`config.mk`:
```
export PLATFORM = sky130hd
export DESIGN_NAME = regfile_write_arbiter
export DESIGN_NICKNAME = d
export VERILOG_FILES = /design/src/rtl/regfile_write_arbiter.sv
export SDC_FILE = /design/constraint.sdc
export NUM_CORES = 1
export LEC_CHECK = 0
export BUFFER_PORTS_ARGS = -buffer_cell sky130_fd_sc_hd__buf_2
export CAP_MARGIN = 15
export CORE_MARGIN = 10
export CORE_UTILIZATION = 49
export DETAILED_ROUTE_END_ITERATION = 16
export PLACE_DENSITY = 0.9
export SLEW_MARGIN = 10
export SYNTH_ARGS = -nofsm -noshare
export SYNTH_HDL_FRONTEND = slang
export SYNTH_SLANG_ARGS = --single-unit
export TNS_END_PERCENT = 30
```
`constraint.sdc`:
```
create_clock -name clk -period 4.2 [get_ports clk]
set_input_delay 0.63 -clock clk [delete_from_list [all_inputs] [get_ports clk]]
set_output_delay 0.63 -clock clk [all_outputs]
set_load 0.005 [all_outputs]
```
`src/rtl/regfile_write_arbiter.sv`:
```
// Round-robin arbiter for the register file write port.
// Clears all 16 registers after reset when INIT_ENABLE is set.
module regfile_write_arbiter #(
    parameter bit         INIT_ENABLE = 1'b1,
    parameter logic [3:0] INIT_VALUE  = 4'h0,
    parameter bit         ZERO_REG_RO = 1'b1
) (
    input  logic       clk,
    input  logic       rst_n,
    input  logic [2:0] req_valid,
    input  logic [3:0] req_addr0,
    input  logic [3:0] req_addr1,
    input  logic [3:0] req_addr2,
    input  logic [3:0] req_data0,
    input  logic [3:0] req_data1,
    input  logic [3:0] req_data2,
    output logic [2:0] req_ready,
    output logic       init_busy,
    output logic       rf_reg_write,
    output logic [3:0] rf_write_reg,
    output logic [3:0] rf_write_data,
    output logic [1:0] rf_src
);

    typedef enum logic {
        S_INIT,
        S_RUN
    } state_t;

    localparam state_t RST_STATE = INIT_ENABLE ? S_INIT : S_RUN;

    state_t     state;
    state_t     state_nxt;
    logic [3:0] cnt;
    logic [1:0] ptr;
    logic [2:0] grant;
    logic       xfer;
    logic [1:0] sel;
    logic [3:0] sel_addr;
    logic [3:0] sel_data;

    always_ff @(posedge clk or negedge rst_n) begin
        if (!rst_n) begin
            state <= RST_STATE;
        end else begin
            state <= state_nxt;
        end
    end

    always_comb begin
        state_nxt = state;
        if (state == S_INIT && cnt == 4'd15) begin
            state_nxt = S_RUN;
        end
    end

    always_comb begin
        init_busy = (state == S_INIT);
        req_ready = (state == S_RUN) ? grant : 3'b000;
    end

    // Priority order is ptr, ptr+1, ptr+2 (mod 3)
    always_comb begin
        grant = 3'b000;
        unique case (ptr)
            2'd1: begin
                if (req_valid[1])      grant = 3'b010;
                else if (req_valid[2]) grant = 3'b100;
                else if (req_valid[0]) grant = 3'b001;
            end
            2'd2: begin
                if (req_valid[2])      grant = 3'b100;
                else if (req_valid[0]) grant = 3'b001;
                else if (req_valid[1]) grant = 3'b010;
            end
            default: begin
                if (req_valid[0])      grant = 3'b001;
                else if (req_valid[1]) grant = 3'b010;
                else if (req_valid[2]) grant = 3'b100;
            end
        endcase
    end

    always_comb begin
        xfer     = |req_ready;
        sel      = 2'd0;
        sel_addr = req_addr0;
        sel_data = req_data0;
        unique case (1'b1)
            req_ready[1]: begin
                sel      = 2'd1;
                sel_addr = req_addr1;
                sel_data = req_data1;
            end
            req_ready[2]: begin
                sel      = 2'd2;
                sel_addr = req_addr2;
                sel_data = req_data2;
            end
            default: ;
        endcase
    end

    always_ff @(posedge clk or negedge rst_n) begin
        if (!rst_n) begin
            rf_reg_write  <= 1'b0;
            rf_write_reg  <= 4'd0;
            rf_write_data <= 4'd0;
            rf_src        <= 2'd0;
            cnt           <= 4'd0;
            ptr           <= 2'd0;
        end else if (state == S_INIT) begin
            rf_reg_write  <= 1'b1;
            rf_write_reg  <= cnt;
            rf_write_data <= INIT_VALUE;
            rf_src        <= 2'd3;
            cnt           <= cnt + 4'd1;
        end else if (xfer) begin
            rf_reg_write  <= !(ZERO_REG_RO && (sel_addr == 4'd0));
            rf_write_reg  <= sel_addr;
            rf_write_data <= sel_data;
            rf_src        <= sel;
            ptr           <= (sel == 2'd2) ? 2'd0 : sel + 2'd1;
        end else begin
            rf_reg_write  <= 1'b0;
        end
    end

endmodule

```
# --- Word-level counts from Yosys, hierarchy flattened ---
# Cells that the tools add are included.
# Widths: inputs -> output; s select.
word_totals:
  ff_bits: 18
  word_cells: 43
  input_bits: 29
classes:
  reduce_logical: 5
  add_sub_neg: 2
  mux: 23
  n_eq_ne: 5
  bitwise: 1
ops:
  columns: ["op", "count"]
  rows:
  - ["$mux 3", 7]
  - ["$mux 4", 4]
  - ["$pmux 4 s2", 2]
  - ["$mux 2", 5]
  - ["$pmux 3 s2", 1]
  - ["$add 4x1->4 const B", 1]
  - ["$eq 2x2->1 const B", 2]
  - ["$eq 4x4->1 const B", 1]
  - ["$logic_not 4->1", 1]
  - ["$pmux 2 s2", 1]
  - ["$mux 1", 3]
  - ["$reduce_or 3->1", 1]
  - ["$add 2x1->2 const B", 1]
  - ["$eq 2x1->1 const B", 1]
  - ["$ne 2x1->1 const B", 1]
  - ["$reduce_and 2->1", 1]
  - ["$logic_and 1x1->1", 1]
  - ["$logic_not 1->1", 1]
  - ["$not 1->1", 1]

# --- Depth between registers and ports, before layout ---
# Gate-level depths: netlist of the first run.
logic_depth:
  depth_word: 10
  mapped_depth: 9
  ltp_nobuf: 8

# --- Worst setup path after synthesis of the first run ---
# OpenSTA, ideal clock, no wires.
synth_path:
  kind: "register to register"
  start: "register ptr[0]"
  end: "register rf_reg_write"
  stages_incl_launch_ff: 10
  setup_time_ps: 136
  synth_period_minus_slack_ps: 2344
  path_slack_ps: 1856
  arrival_time_ps: 2209
  path_cell_list: "dfrtp_1 -> inv_1 -> ha_1 -> nor2b_1 -> o31a_1 -> and2_4 -> buf_6 -> a221o_1 -> o41ai_1 -> nand2_1"
synth_via:
  elab_chain_cells: 8
  elab_cells_between_ends: 10
  classes_between: "2 x eq/ne; 5 x mux; 3 x reduce/logical"
synth_rtl:
  columns: ["item", "line_no", "text"]
  rows:
  - ["from (decl)", "35", "logic [1:0] ptr;"]
  - ["from (signal assigned)", "123", "ptr <= (sel == 2'd2) ? 2'd0 : sel + 2'd1;"]
  - ["$eq 2x2->1 or $eq 2x1->1 (tied branches)", "65", "unique case (ptr)"]
  - ["$pmux 3 s2 *", "65", null]
  - ["$mux 3 *", "59", "req_ready = (state == S_RUN) ? grant : 3'b000;"]
  - ["named net req_ready[1]", "17", "output logic [2:0] req_ready,"]
  - ["$pmux 4 s2", "89", "unique case (1'b1)"]
  - ["$logic_not 4->1", "119", "rf_reg_write <= !(ZERO_REG_RO && (sel_addr == 4'd0));"]
  - ["$logic_not 1->1", "119", null]
  - ["$mux 1 *", "118", "end else if (xfer) begin"]
  - ["$mux 1 *", "112", "end else if (state == S_INIT) begin"]
  - ["to (signal assigned)", "119", null]
  - ["to (decl)", "19", "output logic rf_reg_write,"]
# Mark *: on every way through the listed nets, which the timed path passes. The rest lies on a longest branch.
# A chain may end at the register's enable or synchronous reset.

# --- Final worst setup path of the first run ---
layout_path:
  start: "register ptr[0]"
  end: "output req_ready[1]"
layout_via:
  elab_chain_cells: 3
  elab_cells_between_ends: 4
  classes_between: "2 x eq/ne; 2 x mux"
layout_rtl:
  columns: ["item", "line_no"]
  rows:
  - ["$eq 2x2->1 or $eq 2x1->1 (tied branches)", "65"]
  - ["$pmux 3 s2 *", "65"]
  - ["$mux 3 *", "59"]
  - ["to (decl)", "17"]
# Mark *: on every way between the ends. The rest lies on a longest branch, timed or not.

==> results of run 1 <==
## worst max path at each step
stage	start	endpoint
after floorplan	ptr[0]	rf_reg_write
after global placement	ptr[0]	rf_reg_write
final	ptr[0]	req_ready[1]
after global routing	ptr[0]	req_ready[1]
after CTS	ptr[0]	req_ready[1]
after detailed placement	ptr[0]	rf_reg_write
## cell families after synthesis
family / share of synthesized area
xor+xnor: 0.0264
flops: 0.452
fa+ha+maj: 0.0377
simple gates: 0.124
buf+inv: 0.0377
compound gates: 0.270
mux: 0.0515
## critical path, cell delays in order, from the launching register on
cell and delay (ps):
dfrtp_1 380, inv_1 50, ha_1 350, nor2b_1 170
o31a_1 390, and2_4 210, buf_2 130
## routing by layer
layer,vias to the layer above,track usage,part of all wire
met5,-,0,0
met4,0,0.0294,0.011
met3,4,0.0653,0.12
met2,46,0.214,0.47
met1,449,0.159,0.39
li1,452,-,-
## area by class of cell
cell class / instances / area [um^2] / share of cell area
multi-input cells: 72 / 508 / 0.408
repair buffers: 43 / 215 / 0.173
well taps: 27 / 33.8 / 0.0271
inverters: 4 / 15.0 / 0.0121
clock buffers: 3 / 22.5 / 0.0181
flip-flops and latches: 18 / 450 / 0.362
## cell usage after synthesis, drive strengths merged
| library cell | instances | share of area |
|---|---|---|
| o31a | 1 | 0.0088 |
| nor3b | 1 | 0.0075 |
| nand4 | 1 | 0.0063 |
| a221o | 4 | 0.040 |
| o32ai | 1 | 0.0088 |
| inv | 3 | 0.011 |
| o21ai | 5 | 0.025 |
| a21oi | 4 | 0.020 |
| xnor2 | 3 | 0.026 |
| clkinv | 1 | 0.0038 |
| a21o | 2 | 0.015 |
| mux2 | 1 | 0.011 |
| nand2b | 2 | 0.013 |
| a21boi | 5 | 0.038 |
| o41ai | 1 | 0.0088 |
| nor2 | 6 | 0.023 |
| o21ba | 1 | 0.010 |
| a311o | 1 | 0.010 |
| buf | 2 | 0.015 |
| ha | 3 | 0.038 |
| nand2 | 10 | 0.038 |
| dfrtp | 18 | 0.45 |
| and2 | 1 | 0.0088 |
| nor2b | 3 | 0.019 |
| mux2i | 4 | 0.040 |
| nand3 | 2 | 0.010 |
| a211oi | 4 | 0.030 |
| a222oi | 4 | 0.040 |
| o21bai | 2 | 0.015 |
| clkbuf | 2 | 0.0075 |
## where the power goes
group	switching [mW]	leakage, nW	total, mW	internal, mW
clock network	0.0490	0.0138	0.0823	0.0333
registers	0.0312	0.221	0.269	0.238
logic	0.241	0.395	0.450	0.209
total	0.321	0.630	0.802	0.481
## per-stage QoR
step | utilization | instances | cell area [um^2]
3_3_place_gp | 0.630 | 164 | 1220
6_report | 0.641 | 167 | 1240
4_1_cts | 0.641 | 167 | 1240
2_1_floorplan | - | 98 | 996
5_1_grt | 0.641 | 167 | 1240
3_5_place_dp | 0.630 | 164 | 1220
==> reports/results.ini, run 1 <==
[sta]
finalHoldWorstSlack_ps = 248
layout_min_cycle_time_ps = 2590
report.final.slew_viol_count = 0
hold_viol_final = 0
rsz0062_at_grt = false
totalNegativeSetupSlack_ps = 0
post_route_skew_ps = 6.74
setup_viol_count_final = 0
tightest_slew_ps = 513
slew-limit-headroom = 0.655
fin_crit_sh = 0.617
max_freq_mhz = 386
layout_setup_ws_ps = 1610

[floorplanning]
die_w_um = 65.1
initial_core_util = 0.513
fp-row-count = 16
ports_placed_on_the_boundary = 44
die_height_um = 65.1
design.die.area_um2 = 4240
core_um2 = 1940

[placed_design]
place.detailed.hpwl_um = 2200
pre_cts_worst_setup_slack_ps = 1780
portBuffers = 43
gpl.final_weighted_congestion = 0.857

[yosys]
synth.net_count = 130
synth_area_um2 = 996
register_area_share_after_synthesis = 0.452
synth-warning-count = 0
netlist_instances = 98
avgSynthCellArea_um2 = 10.2
synth.ff_latch_count = 18
synth_cell_types = 31

[critical_path]
setup.worst_path.start_class = register
critPathMaxFanout = 7
critical_path.reg2reg.endpoint = rf_reg_write
cp.required_ps = 3570
critPathCaptureType = output port
worst_ep_arrival_time_ps = 1960
crit_type = reg -> out
reg2reg_setup_slack_ps = 1780
reg2regPathDepth = 8
reg2reg_start = ptr[0]

[global_route]
first_global_vias = 967
grt_max_degree = 19
initial_antenna_violation_count = 0
grt.total_usage = 0.134
grt_overflow_total = 0
wire_length_of_the_first_global_routing_pass_um = 4610

[drt]
detail_route.iter0.violations = 68
wl_per_cell_um = 16.5
drc_errors = 0
routed_via_density = 5.69
ant_nets = 0
detailroute.via_count = 951
postRouteWirelength_um = 2760
detailedRoute.firstPassIterationCount = 4

[run]
cap_violations = 0

[cells_and_area]
mostFrequentLayoutCells = buf_2, dfrtp_1, nand2_1
final.fill_count = 169
num-nets-final = 174
num_antenna_cells = 0
layout_commonest_cell = buf_2
syn2layout_area_growth_pct = 25.0
drive_above_1_share = 0.350

[clock_tree]
cts.htree.levels = 1
cts-hold-fix-buffers = 0
cts_num_sinks = 18
clk_latency_ps = 290
cts.clk_slew.worst_paths_ps = 100
postCtsSetupRepairBufs = 0
cts_made_buffers = 3
tritoncts = built
ctsRootBufferMaster = clkbuf_4
clockBufferDepth = 2
ctsResizeCount = 0

[pwr]
power_leakage_nw = 0.630
vdd_ir_drop_max_mv = 0.271
p_total_uw = 802
power_density_nw_per_um2 = 644

[worst_hold_path]
min-delay-path-class = in -> async

[outcome]
run_status = finished clean

Note: power is estimated with default switching activity, not from simulation.
==> run 2, diff against run 1 <==
- ABC_AREA: unset -> 1
- CORE_UTILIZATION: 49 -> 46
- PLACE_DENSITY: 0.9 -> 0.85
- clock period: 4.2 -> 2.6 ns (I/O delays scaled with it)
==> reports/results.ini, run 2 <==
[sta]
hold_viol_final = 0  ; unchanged
finalHoldWorstSlack_ps = 2.64  ; -246 ps
layout_min_cycle_time_ps = 2220
post_route_skew_ps = 2.86  ; -3.89 ps
tightest_slew_ps = 524  ; +10.8 ps
setup_viol_count_final = 0  ; unchanged
totalNegativeSetupSlack_ps = 0  ; unchanged
slew-limit-headroom = 0.651  ; -0.00411
max_freq_mhz = 451
report.final.slew_viol_count = 0  ; unchanged
fin_crit_sh = 0.854
rsz0062_at_grt = false

[global_route]
initial_antenna_violation_count = 0  ; unchanged
grt_overflow_total = 0  ; unchanged
grt_max_degree = 19  ; unchanged
first_global_vias = 1129  ; +17%
grt.total_usage = 0.137  ; +0.00337
wire_length_of_the_first_global_routing_pass_um = 4950  ; +7.3%

[outcome]
run_status = finished clean

[run]
cap_violations = 0  ; unchanged

[placed_design]
place.detailed.hpwl_um = 2430  ; +10%
placed_cells = 206  ; +26%
gpl.final_weighted_congestion = 0.849  ; -0.93%
portBuffers = 43  ; unchanged

[yosys]
ys_dominant_reg_cell = dfrtp_1
avgSynthCellArea_um2 = 7.60  ; -25%
register_area_share_after_synthesis = 0.436  ; -0.0164
postSynth.asyncResetShare = 1.00  ; unchanged
synth.ff_latch_count = 18  ; unchanged
synth.area.top_cells = dfrtp_1, nand2_1, nand3_1, nand3_2, ha_1
yosysTopAreaCellShare = 0.436  ; -0.0164
edff_count_synth = 0  ; unchanged
netlist_top_cells_count = nand2_1, nand3_1, dfrtp_1, inv_1, inv_2
netlist_instances = 136  ; +39%
synth_area_um2 = 1030  ; +3.8%
synth_largest_area_cell = dfrtp_1
synth_cell_types = 20  ; -35%
synth-warning-count = 0  ; unchanged
synth.net_count = 168  ; +29%
yosysMostFrequentCell = nand2_1

[cells_and_area]
layout_commonest_cell = nand2_1
drive_above_1_share = 0.335  ; -0.0148
mostFrequentLayoutCells = nand2_1, buf_2, nand3_1
syn2layout_area_growth_pct = 27.2
num_antenna_cells = 0  ; unchanged
ff_latch_area_um2 = 450  ; unchanged
final.fill_count = 203  ; +20%
multi_input_combinational_cell_area_um2 = 523  ; +3.0%
instances_no_fill = 210  ; +26%
num-nets-final = 215  ; +24%

[drt]
detail_route.iter0.violations = 44  ; -35%
detailroute.via_count = 1103  ; +16%
ant_nets = 0  ; unchanged
wl_per_cell_um = 14.1  ; -14%
routed_via_density = 5.25  ; -7.8%
detailedRoute.firstPassIterationCount = 4  ; unchanged
postRouteWirelength_um = 2970  ; +7.6%
drc_errors = 0  ; unchanged

[clock_tree]
cts_made_buffers = 3  ; unchanged
postCtsSetupRepairBufs = 0  ; unchanged
cts.htree.levels = 1  ; unchanged
clockBufferDepth = 2  ; unchanged
cts-hold-fix-buffers = 0  ; unchanged
ctsResizeCount = 0  ; unchanged
ctsRootBufferMaster = clkbuf_4
tritoncts = built
clk_latency_ps = 290  ; about the same
cts_num_sinks = 18  ; unchanged
cts.clk_slew.worst_paths_ps = 100  ; about the same

[critical_path]
most_common_cell_type_on_the_critical_path = nand2_1
reg2reg_start = ptr[0]
crit_slowest_cell = dfrtp_1
cp.required_ps = 2210  ; -1360 ps
max_stage_delay_ps = 380  ; about the same
setup.worst_path.start_class = register
worst_setup_sp = ptr[0]
crit_type = reg -> out
critPathMaxFanout = 9  ; +2
critPathCaptureType = output port
worst_ep_arrival_time_ps = 1830  ; -130 ps
timing.critical_path.cells = inv_1 -> ha_1 -> nand2_1 -> o21ai_0 -> nand2_1 -> nand2_1 -> nor2_4 -> buf_2

[pwr]
power_leakage_nw = 0.770  ; +22%
power_density_nw_per_um2 = 1190  ; +85%
vdd_ir_drop_max_mv = 0.588  ; +120%
p_total_mw = 1.57  ; +96%

[floorplanning]
initial_core_util = 0.476  ; -0.0365
core_um2 = 2170  ; +12%
fp-row-count = 17  ; +1
die_w_um = 67.4  ; +3.6%
design.die.area_um2 = 4540  ; +7.2%
ports_placed_on_the_boundary = 44  ; unchanged
die_height_um = 67.4  ; +3.6%

[worst_hold_path]
min-delay-path-class = in -> async

## run 2: cell count changes after synthesis, sizes merged, moves of 3 or more
cell and delta:
inv +11, nor2b -3, a221o -4, a21boi -5, o21ai -4, a211oi -4, nand2 +46, nand3 +23
a222oi -4, mux2i -4, nand4 +3
## run 2: cells by family after synthesis
group | after synthesis | synth area share
xor+xnor | 3 | 0.0254
simple gates | 90 | 0.406
buf+inv | 15 | 0.0581
flops | 18 | 0.436
fa+ha+maj | 3 | 0.0363
compound gates | 7 | 0.0387
## run 2: final cells by class
type	instances	area share
inverters	14	0.0419
multi-input cells	103	0.398
flip-flops and latches	18	0.343
repair buffers	43	0.164
well taps	28	0.0266
clock buffers	4	0.0276
## run 2: final timing paths
kind	endpoint	slack (ps)	depth (start not counted)
worst max-delay path	req_ready[1]	380	8
worst min-delay path	rf_write_reg[3]	3	1
worst max register to register	rf_write_reg[3]	680	10
worst min register to register	rf_write_data[2]	490	2
max in group asynchronous	cnt[2]	2320	1
min in group clk	rf_write_data[3]	410	5
## run 2: worst max-delay path, delay by kind of cell, from the launching register on
kind / cells / cell delay [ps]
buf+inv: 2 / 220
compound gates: 1 / 90
flops: 1 / 380
simple gates: 4 / 490
fa+ha+maj: 1 / 360
## run 2: report_power, final
group,switching (mW),leakage [nW],internal [mW]
clock network,0.0877,0.0210,0.0853
logic,0.612,0.526,0.347
registers,0.0496,0.223,0.388
total,0.749,0.770,0.821
## run 2: metrics by stage
step / worst slack (ps) / utilization / cell area [um^2]
4_1_cts: 383 / 0.606 / 1320
3_3_place_gp: 836 / 0.589 / 1280
6_report: 381 / 0.606 / 1320
3_5_place_dp: 705 / 0.589 / 1280
5_1_grt: 268 / 0.606 / 1320
2_1_floorplan: 955 / - / 1030
## run 2: routing by layer
layer | global-route usage | vias to the layer above | share of wire
li1 | - | 539 | -
met1 | 0.147 | 522 | 0.39
met3 | 0.0562 | 2 | 0.11
met4 | 0.0410 | 0 | 0.0034
met5 | 0 | - | 0
met2 | 0.243 | 40 | 0.50
